## config.mk

```make
export PLATFORM = sky130hd
export DESIGN_NAME = seed_random_4_card_requester_flat
export DESIGN_NICKNAME = d
export VERILOG_FILES = /design/src/rtl/seed_random_4_card_requester_if.sv /design/src/rtl/seed_random_4_card_requester.sv /design/src/flat_wrapper.sv
export SDC_FILE = /design/constraint.sdc
export NUM_CORES = 1
export LEC_CHECK = 0
export CAP_MARGIN = 20
export CORE_UTILIZATION = 38
export CTS_CLUSTER_DIAMETER = 30
export DETAILED_ROUTE_END_ITERATION = 12
export GPL_TIMING_DRIVEN = 0
export PLACE_DENSITY = 0.65
export SYNTH_ARGS = -nofsm -noshare
export SYNTH_HDL_FRONTEND = slang
export SYNTH_SLANG_ARGS = --single-unit
export TNS_END_PERCENT = 100
```

## constraint.sdc

```tcl
create_clock -name clk_dp_c_i -period 1.8 [get_ports clk_dp_c_i]
set_clock_uncertainty 0.1 [all_clocks]
set_input_delay 0.18 -clock clk_dp_c_i [delete_from_list [all_inputs] [get_ports clk_dp_c_i]]
set_output_delay 0.18 -clock clk_dp_c_i [all_outputs]
set_load 0.005 [all_outputs]
```

## src/rtl/seed_random_4_card_requester_if.sv

```systemverilog
// Request/card-output bundle between the game controller, the deck counter and the card requester.
interface seed_random_4_card_requester_if;
  localparam int unsigned IDX_W   = 8;
  localparam int unsigned RANK_W  = 4;
  localparam int unsigned SUIT_W  = 2;
  localparam int unsigned VALUE_W = 5;
  localparam int unsigned CNT_W   = 6;

  logic               deal_req_i;
  logic               shuffle_i;
  logic [IDX_W-1:0]   next_card_i;
  logic               req_card_state_o;
  logic               card_valid_o;
  logic [IDX_W-1:0]   card_index_o;
  logic [RANK_W-1:0]  card_rank_o;
  logic [SUIT_W-1:0]  card_suit_o;
  logic [VALUE_W-1:0] card_value_o;
  logic               busy_o;
  logic               deck_empty_o;
  logic [CNT_W-1:0]   cards_dealt_o;

  modport master (
    output deal_req_i, shuffle_i, next_card_i,
    input  req_card_state_o, card_valid_o, card_index_o, card_rank_o,
           card_suit_o, card_value_o, busy_o, deck_empty_o, cards_dealt_o
  );

  modport slave (
    input  deal_req_i, shuffle_i, next_card_i,
    output req_card_state_o, card_valid_o, card_index_o, card_rank_o,
           card_suit_o, card_value_o, busy_o, deck_empty_o, cards_dealt_o
  );
endinterface

```

## src/rtl/seed_random_4_card_requester.sv

```systemverilog
// Requests cards from an external deck counter, rejects invalid (and optionally duplicate) indices,
// decodes the accepted card. Define SEED_RANDOM_4_DUP_FILTER_EN to enable the dealt-card filter.
module seed_random_4_card_requester (
  input logic                           clk_dp_c_i,
  input logic                           rst_dp_c_i,
  seed_random_4_card_requester_if.slave bus
);
  localparam int unsigned DECK_SIZE = 52;
  localparam int unsigned IDX_W     = 8;
  localparam int unsigned OFF_W     = 6;
  localparam int unsigned RANK_W    = 4;
  localparam int unsigned SUIT_W    = 2;
  localparam int unsigned VALUE_W   = 5;
  localparam int unsigned CNT_W     = 6;

  typedef enum logic [1:0] {
    IDLE  = 2'd0,
    REQ   = 2'd1,
    CHECK = 2'd2,
    DONE  = 2'd3
  } state_t;

  state_t              state;
  logic                idx_in_range_c;
  logic                is_dup_c;
  logic                accept_c;
  logic [OFF_W-1:0]    card_off_c;
  logic [SUIT_W-1:0]   suit_c;
  logic [RANK_W-1:0]   rank_c;
  logic [VALUE_W-1:0]  value_c;
  logic [CNT_W-1:0]    dealt_next_c;

  assign idx_in_range_c = (bus.next_card_i != IDX_W'(0)) &&
                          (bus.next_card_i <= IDX_W'(DECK_SIZE));
  assign card_off_c     = OFF_W'(bus.next_card_i - IDX_W'(1));
  assign accept_c       = idx_in_range_c && !is_dup_c;
  assign dealt_next_c   = (bus.cards_dealt_o == CNT_W'(DECK_SIZE)) ?
                          CNT_W'(DECK_SIZE) : CNT_W'(bus.cards_dealt_o + CNT_W'(1));

  // Suit/rank decode of the zero-based card offset, suits in blocks of 13.
  always_comb begin
    suit_c = SUIT_W'(0);
    rank_c = RANK_W'(card_off_c + OFF_W'(1));
    if (card_off_c >= OFF_W'(39)) begin
      suit_c = SUIT_W'(3);
      rank_c = RANK_W'(card_off_c - OFF_W'(38));
    end else if (card_off_c >= OFF_W'(26)) begin
      suit_c = SUIT_W'(2);
      rank_c = RANK_W'(card_off_c - OFF_W'(25));
    end else if (card_off_c >= OFF_W'(13)) begin
      suit_c = SUIT_W'(1);
      rank_c = RANK_W'(card_off_c - OFF_W'(12));
    end
  end

  // Blackjack value: ace counts 11, face cards 10.
  always_comb begin
    value_c = VALUE_W'(10);
    if (rank_c == RANK_W'(1)) begin
      value_c = VALUE_W'(11);
    end else if (rank_c <= RANK_W'(10)) begin
      value_c = VALUE_W'(rank_c);
    end
  end

`ifdef SEED_RANDOM_4_DUP_FILTER_EN
  logic [DECK_SIZE-1:0] dealt_mask;
  logic [DECK_SIZE-1:0] card_bit_c;

  assign card_bit_c = DECK_SIZE'(1) << card_off_c;
  assign is_dup_c   = |(dealt_mask & card_bit_c);

  // Dealt-card mask; a shuffle clears it even on the accepting edge.
  always_ff @(posedge clk_dp_c_i or negedge rst_dp_c_i) begin
    if (!rst_dp_c_i) begin
      dealt_mask <= '0;
    end else if (bus.shuffle_i) begin
      dealt_mask <= '0;
    end else if ((state == CHECK) && accept_c) begin
      dealt_mask <= dealt_mask | card_bit_c;
    end
  end
`else
  assign is_dup_c = 1'b0;
`endif

  always_ff @(posedge clk_dp_c_i or negedge rst_dp_c_i) begin
    if (!rst_dp_c_i) begin
      state                <= IDLE;
      bus.req_card_state_o <= 1'b0;
      bus.card_valid_o     <= 1'b0;
      bus.busy_o           <= 1'b0;
      bus.card_index_o     <= '0;
      bus.card_rank_o      <= '0;
      bus.card_suit_o      <= '0;
      bus.card_value_o     <= '0;
      bus.cards_dealt_o    <= '0;
      bus.deck_empty_o     <= 1'b0;
    end else begin
      bus.req_card_state_o <= 1'b0;
      bus.card_valid_o     <= 1'b0;
      case (state)
        IDLE: begin
          if (bus.deal_req_i && !bus.deck_empty_o) begin
            state                <= REQ;
            bus.req_card_state_o <= 1'b1;
            bus.busy_o           <= 1'b1;
          end
        end
        REQ: begin
          state <= CHECK;
        end
        CHECK: begin
          if (accept_c) begin
            state             <= DONE;
            bus.card_valid_o  <= 1'b1;
            bus.card_index_o  <= bus.next_card_i;
            bus.card_rank_o   <= rank_c;
            bus.card_suit_o   <= suit_c;
            bus.card_value_o  <= value_c;
            bus.cards_dealt_o <= dealt_next_c;
            bus.deck_empty_o  <= (dealt_next_c == CNT_W'(DECK_SIZE));
          end else begin
            // Retry: one more advance pulse to the deck counter.
            state                <= REQ;
            bus.req_card_state_o <= 1'b1;
          end
        end
        DONE: begin
          state      <= IDLE;
          bus.busy_o <= 1'b0;
        end
        default: begin
          state      <= IDLE;
          bus.busy_o <= 1'b0;
        end
      endcase
      // Shuffle overrides any same-edge accept on the tracking state.
      if (bus.shuffle_i) begin
        bus.cards_dealt_o <= '0;
        bus.deck_empty_o  <= 1'b0;
      end
    end
  end
endmodule

```

## src/flat_wrapper.sv

```systemverilog
// flat-port wrapper written by rule: the top's interface ports become plain ports
module seed_random_4_card_requester_flat 
  (clk_dp_c_i, rst_dp_c_i, bus_deal_req_i, bus_shuffle_i, bus_next_card_i, bus_req_card_state_o, bus_card_valid_o, bus_card_index_o, bus_card_rank_o, bus_card_suit_o, bus_card_value_o, bus_busy_o, bus_deck_empty_o, bus_cards_dealt_o);
  seed_random_4_card_requester_if bus_i ();
  input logic clk_dp_c_i;
  input logic rst_dp_c_i;
  input wire logic [$bits(bus_i.deal_req_i)-1:0] bus_deal_req_i;
  input wire logic [$bits(bus_i.shuffle_i)-1:0] bus_shuffle_i;
  input wire logic [$bits(bus_i.next_card_i)-1:0] bus_next_card_i;
  output wire logic [$bits(bus_i.req_card_state_o)-1:0] bus_req_card_state_o;
  output wire logic [$bits(bus_i.card_valid_o)-1:0] bus_card_valid_o;
  output wire logic [$bits(bus_i.card_index_o)-1:0] bus_card_index_o;
  output wire logic [$bits(bus_i.card_rank_o)-1:0] bus_card_rank_o;
  output wire logic [$bits(bus_i.card_suit_o)-1:0] bus_card_suit_o;
  output wire logic [$bits(bus_i.card_value_o)-1:0] bus_card_value_o;
  output wire logic [$bits(bus_i.busy_o)-1:0] bus_busy_o;
  output wire logic [$bits(bus_i.deck_empty_o)-1:0] bus_deck_empty_o;
  output wire logic [$bits(bus_i.cards_dealt_o)-1:0] bus_cards_dealt_o;
  assign bus_i.deal_req_i = bus_deal_req_i;
  assign bus_i.shuffle_i = bus_shuffle_i;
  assign bus_i.next_card_i = bus_next_card_i;
  assign bus_req_card_state_o = bus_i.req_card_state_o;
  assign bus_card_valid_o = bus_i.card_valid_o;
  assign bus_card_index_o = bus_i.card_index_o;
  assign bus_card_rank_o = bus_i.card_rank_o;
  assign bus_card_suit_o = bus_i.card_suit_o;
  assign bus_card_value_o = bus_i.card_value_o;
  assign bus_busy_o = bus_i.busy_o;
  assign bus_deck_empty_o = bus_i.deck_empty_o;
  assign bus_cards_dealt_o = bus_i.cards_dealt_o;
  seed_random_4_card_requester u_core (.clk_dp_c_i(clk_dp_c_i), .rst_dp_c_i(rst_dp_c_i), .bus(bus_i));
endmodule
```

==> out/results.tsv <==
stage	metric	value	unit
critical_path	CP Class	in -> reg	
cts	clk_lat worst skew	270	ps
synthesis	area leader, netlist	dfrtp_1	
cts	Num CTS Buffers	5	
timing	crit share post-route	131	%
finish	layout cells sized above 1	33.4	%
finish	Nets	316	
synthesis	Synth top area share	37.9	%
critical_path	Crit Path Max Fanout	6	
placed_design	Placement Cell Area	2490	um^2
timing	endpoints failing setup	10	
finish	Util after Layout	63.3	%
drt	final wirelength	5.22	mm
power_and_ir_drop	LEAKAGE	1.35	nW
cts	Sink Count	30	
placed_design	port bufs	36	
timing	Final min period	2360	ps
synthesis	Mapped Avg Cell Area	9.27	um^2
synthesis	Post-synth top cells	dfrtp_1 (30), nand2_1 (30), nor2_1 (18)	
synthesis	synth unique cells	58	
finish	Antenna diodes	0	
grt	largest net degree at the start of global routing	21	
finish	Fillers	412	
drt	WL per Instance	14.6	um
grt	Total GRT Usage	19.4	%
cts	Worst-path clk slew	60	ps
synthesis	Post-synth top flop	dfrtp_1	
power_and_ir_drop	power density cells	884	nW/um^2
min_path	HP Start	bus_next_card_i[3]	
synthesis	Post-Syn Nets	239	
timing	Rel. slew slack	61.0	%
grt	GRT Residual Overflow	0	
synthesis	synth warn	0	
cts	deepest clock path buffer count	2	
timing	unrepaired setup endpoints after global routing	yes	
critical_path	Worst Setup SP	bus_next_card_i[0]	
drt	vias per cell	5.16	
placed_design	DP Worst Slack	-1820	ps
timing	Max Clock Freq	0.424	GHz
drt	drt pass-1 iters	4	
timing	final hold vios	0	
run_status	status	finished, violations left	
critical_path	CP required	1860	ps
synthesis	asr flop ratio synth	100	%
synthesis	sequential area share after synthesis	37.9	%
floorplanning	Core Area	4880	um^2
cts	CTS tree	yes	
power_and_ir_drop	worst vdd ir	804	uV
grt	first-pass GRT wire length	8.10	mm
finish	Final Cell Area	3090	um^2
timing	final hold slack	69.6	ps
floorplanning	I/O pins	41	
drt	DRC	0	
grt	vias in the first global route	1731	
placed_design	Routability Congestion	0.860	
cts	htree depth	2	
critical_path	RR Startpoint	u_core.bus.cards_dealt_o[0]	
run_status	failing checks	setup timing	
grt	initial antenna violation count	0	
min_path	Hold Crit Class	in -> reg	
floorplanning	die width	74.2	um
placed_design	Detailed Place HPWL	3.27	mm
floorplanning	Vert. Die Dim	74.2	um
floorplanning	Initial Utilization	40.6	%
finish	area grow syn2layout	55.8	%
floorplanning	FP Rows	25	
synthesis	Yosys reg bits	30	
timing	Slew Viols, Final	0	
drt	Starting DRT DRC Count	79	
synthesis	Post-synth EDFFs	0	
critical_path	Worst Setup End Kind	register	
run	MaxCap Viol Count	0	
timing	Worst Tran Pin Value	584	ps
drt	antenna viol nets, final	0	
timing	Setup WS post-layout	-556	ps
synthesis	Synth area leaders	dfrtp_1 (38%), ha_1 (8.2%), nand2_1 (5.7%), a21oi_1 (3.5%), nor2_1 (3.4%)	
cts	Clock Tree Root	clkbuf_8	
synthesis	Mapped Area	1980	um^2
critical_path	Startpoint Class	input port	
floorplanning	Die ar.	5510	um^2
drt	routed via count	1841	
critical_path	Crit path arrival time	2420	ps
synthesis	Cells after Synth	214	
## cell usage in the layout (no fill, tap or decap), drive strengths merged, types with 2 or more instances in the layout
master         Yosys  routed
ha                13      13
o21a               2       2
buf                7      43
clkinv             0       2
mux2i              2       2
clkbuf             4      10
o211ai             2       2
and2               4       4
nand2b             3       3
nand3              7       7
nor2b              3       3
clkdlybuf4s50      0      33
a21o               2       2
o31ai              2       2
nor3               9       9
a21oi             14      14
a22oi              2       2
o221ai             2       2
inv               12      10
nand2             30      30
nor3b              3       3
a21boi             3       3
dfrtp             30      30
o311ai             2       2
o21ai              9       9
nor2              18      18
xor2               7       7
## area by class of cell
type | count | area (um^2) | share of cell area [%]
plain buffers | 11 | 87.6 | 2.84
clock buffers | 6 | 82.6 | 2.67
inverters | 12 | 70.1 | 2.27
well taps | 67 | 83.8 | 2.71
repair buffers | 70 | 682 | 22.1
multi-input cells | 161 | 1330 | 43.1
flip-flops and latches | 30 | 751 | 24.3
## worst max-delay path, cell delays in order
cell and delay, ps:
buf_12 110, clkinv_8 50, ha_4 170, xor2_4 180
buf_6 130, buf_4 140, ha_4 160, nor3_1 200
o21ai_1 120, xor2_1 240, o22ai_2 140, a22oi_2 330
and2_4 220, o21ai_2 50
## registers in the layout (all words and copies together), names as in the netlist, 2 cells and up
| name | count |
|---|---|
| u_core.state | 2 |
| u_core.bus.cards_dealt_o | 6 |
| u_core.bus.card_value_o | 4 |
| u_core.bus.card_suit_o | 2 |
| u_core.bus.card_index_o | 8 |
| u_core.bus.card_rank_o | 4 |
## routing by layer
layer | wire length (um) | GRT usage (%)
met1 | 2460 | 27.3
met2 | 2440 | 29.6
met3 | 235 | 4.20
met4 | 76 | 6.71
met5 | 0 | 0
## power by group
part           leakage, nW  switching, mW  internal, mW
logic                0.922          0.490         0.697
registers            0.381          0.131         0.890
clock network       0.0431          0.228         0.294
## kinds of logic after synthesis
group | after synthesis | share of synthesized area (%)
simple gates | 85 | 21.7
compound gates | 51 | 20.3
flops | 30 | 37.9
buf+inv | 23 | 5.68
fa+ha+maj | 13 | 8.20
xor+xnor | 8 | 4.48
mux | 3 | 1.58
other cells | 1 | 0.189
## what timing repair did
action / CTS / global route
hold buffers: 0 / 0
gates resized for setup: 43 / 30
setup endpoints to repair: 28 / 22
setup buffers: 20 / 14
pin swaps: 17 / 16
## path summary, 6_finish.rpt
path	to	depth (start not counted)	slack, ps
setup / recovery	u_core.bus.card_value_o[3]	14	-560
hold / removal	u_core.bus.card_index_o[3]	3	70
setup reg to reg	u_core.bus.deck_empty_o	8	50
hold reg to reg	u_core.state[0]	1	360
max in group asynchronous	u_core.bus.card_rank_o[0]	2	920
min in group asynchronous	u_core.bus.card_index_o[5]	1	180
## stage by stage
step	setup TNS (ps)	cells	total power, mW
after detailed placement	-33230	318	1.98
after floorplan	-4980	214	1.45
final	-3790	357	2.73
after global placement	-36410	317	1.96
after global routing	-5270	357	2.92
after CTS	-3510	344	2.63
Note: power is estimated with default switching activity, not from simulation.
==> patch (same flow settings) <==
Add a define of `SEED_RANDOM_4_DUP_FILTER_EN`.
--- a/src/rtl/seed_random_4_card_requester.sv
+++ b/src/rtl/seed_random_4_card_requester.sv
@@ -2,2 +2,4 @@
 // decodes the accepted card. Define SEED_RANDOM_4_DUP_FILTER_EN to enable the dealt-card filter.
+`define SEED_RANDOM_4_DUP_FILTER_EN
+
 module seed_random_4_card_requester (
Behaviour: not the same (Yosys sat finds a counterexample within 10 cycles, from zero or initial values and one cycle with rst_dp_c_i low).
==> patch against the original RTL <==
The flow still finishes with violations (setup timing). Wire length rose to 3.7 times the old value. Combinational power rose by 48%. Synthesized cell count rose to 2.6 times the old value. Cell area rose by 140%. Area after synthesis rose to 2.6 times the old value. Setup slack got worse by 0.62 ns. Via count rose to 2.8 times the old value. Worst hold slack improved by 0.13 ns. Total power rose by 110%. Sequential cell count rose by 52. Critical endpoint is now u_core.bus.cards_dealt_o[0]. Largest cell class unchanged. Largest power group is now registers. Highest routed layer unchanged.
==> patch: results (changes against the original RTL) <==
Status -> complete, but fails checks
Failing checks -> setup timing
Slowest library cell on the worst path -> a2111o_1
Lkg Pwr -> 3.22 nW (+140%)
Worst R2R Start -> u_core.dealt_mask[1]
Pin count of the biggest net entering global routing -> 57 (+170%)
TritonCTS Buffers -> 9 (+4)
Synth top area cells -> dfrtp_1 40%, nand2_1 4.8%, o41ai_2 4.4%, a22o_1 3.7%, nand3_1 3.2%
# diodes -> 0 (unchanged)
Critical Path Max Stage Delay -> 0.48 ns (+0.15 ns)
Crit path max fanout -> 6 (unchanged)
Via count -> 5229 (+180%)
Sequential-to-total area share from yosys stat -> 0.396 (+0.0170)
HP Class -> in -> async
Initial antenna violation count -> 0 (unchanged)
R2r setup slk -> -1.03 ns (-1.08 ns)
Final nets -> 667 (+110%)
Post-Layout Cell Count -> 823 (+130%)
First-pass GRT wire length -> 29800 um (+270%)
R2R depth -> 10 (+2)
Post-synth ARST share -> 1.00 (unchanged)
Final setup fails -> 80 (+70)
Synth Instances -> 549 (+160%)
CP arrival -> 3.12 ns (+0.70 ns)
Clock Latency Late Sink -> 0.36 ns (+0.09 ns)
Fillers -> 1140 (+180%)
Synth top cells by count -> 82 x dfrtp_1, 66 x nand2_1, 34 x clkbuf_1
RePlAce Congestion -> 0.921 (+7.1%)
Dpl cells -> 762 (+140%)
Final wirelength -> 19200 um (+270%)
Max IR drop VDD -> 441 uV (-45%)
Largest regs -> u_core.dealt_mask: 52 flops, u_core.bus.card_index_o: 8 flops, u_core.bus.cards_dealt_o: 6 flops
Setup tns final -> -86.12 ns (-82.32 ns)
Clk buf depth -> 2 (unchanged)
Root buffer cell -> clkbuf_16
Syn. warnings -> 0 (unchanged)
Placed inst area -> 0.00598 mm^2 (+140%)
CTS H-Tree Depth -> 3 (+1)
Pint -> 3.94 mW (+110%)
Rel. slew slack -> 0.190 (-0.419)
HPWL after DPL -> 12700 um (+290%)
Count of input and output buffers -> 36 (unchanged)
Global Route Usage Sum -> 0.280 (+0.0864)
Number of distinct library cells after synthesis -> 78 (+34%)
Layout cells sized above 1 -> 0.312 (-0.0223)
Clock slew at reported path FFs -> 0.07 ns
Main synth FF type -> dfrtp_1
Final Worst Setup Slack -> -1.18 ns (-0.623 ns)
DR iter-0 viols -> 446 (+460%)
Post-Syn Nets -> 574 (+140%)
DR pass1 iterations -> 5 (+1)
Hold Slack -> 0.197 ns (+0.128 ns)
Reg2reg end -> u_core.bus.cards_dealt_o[0]
patch: what timing repair did:
action                                 in CTS  in global routing
gates cloned                                3                  1
setup endpoints to repair                  80                 80
buffers inserted                           41                  9
endpoints found under the hold margin      26                  0
pin swaps                                  17                 23
hold buffers                                1                  0
resized for setup                         114                 56
patch: final cells by class:
class	count	area, um^2	share of cell area
multi-input cells	404	3480	0.474
flip-flops and latches	82	2050	0.279
repair buffers	90	913	0.124
plain buffers	38	295	0.0402
clock buffers	9	225	0.0306
well taps	176	220	0.0300
inverters	17	101	0.0138
clock inverters	7	61.3	0.00834
patch: logic make-up after synthesis:
group / count (synthesis) / share of synthesized area
other cells: 1 / 0.000723
simple gates: 201 / 0.199
fa+ha+maj: 13 / 0.0314
flops: 82 / 0.396
compound gates: 158 / 0.255
mux: 24 / 0.0521
buf+inv: 63 / 0.0538
xor+xnor: 7 / 0.0133
patch: power groups by stage:
stage | clock network [mW] | registers, mW | logic [mW]
CTS | 1.87 | 2.22 | 1.67
floorplan | 0 | 2.24 | 0.715
finish | 1.86 | 2.21 | 1.76
detailed placement | 0 | 2.25 | 1.41
global placement | 0 | 2.24 | 1.40
global route | 1.94 | 2.25 | 1.87
patch: worst max path at each step:
stage,start,end,slack [ns],depth (start not counted)
floorplan,bus_next_card_i[0],u_core.bus.card_rank_o[0],-1.37,18
global placement,bus_next_card_i[0],u_core.bus.card_value_o[2],-2.95,15
detailed placement,bus_next_card_i[0],u_core.bus.card_rank_o[3],-2.93,15
CTS,bus_next_card_i[0],u_core.bus.card_value_o[0],-1.29,17
global route,bus_next_card_i[2],u_core.bus.card_value_o[0],-1.23,14
finish,bus_next_card_i[1],u_core.bus.cards_dealt_o[0],-1.18,16
patch: routing by layer:
layer  wire [um]  vias to the layer above  GRT usage
li1            -                     2265          -
met1        8020                     2644      0.362
met2        8990                      262      0.440
met3        1530                       58     0.0642
met4         653                        0      0.142
met5           0                        -          0
patch: through the flow:
stage | power [mW] | util | setup WS, ns
detailed placement | 3.66 | 0.450 | -2.93
floorplan | 2.96 | - | -1.37
global route | 6.07 | 0.553 | -1.23
finish | 5.83 | 0.553 | -1.18
CTS | 5.76 | 0.529 | -1.29
global placement | 3.63 | 0.448 | -2.95
patch: worst max-delay path, delay by kind of cell:
kind                       cells  cell delay (ns)
buffers and inverters          7             0.86
AOI/OAI and AO/OA              3             0.75
muxes                          2             0.59
and+or+nand+nor                3             0.58
adders and majority gates      1             0.16
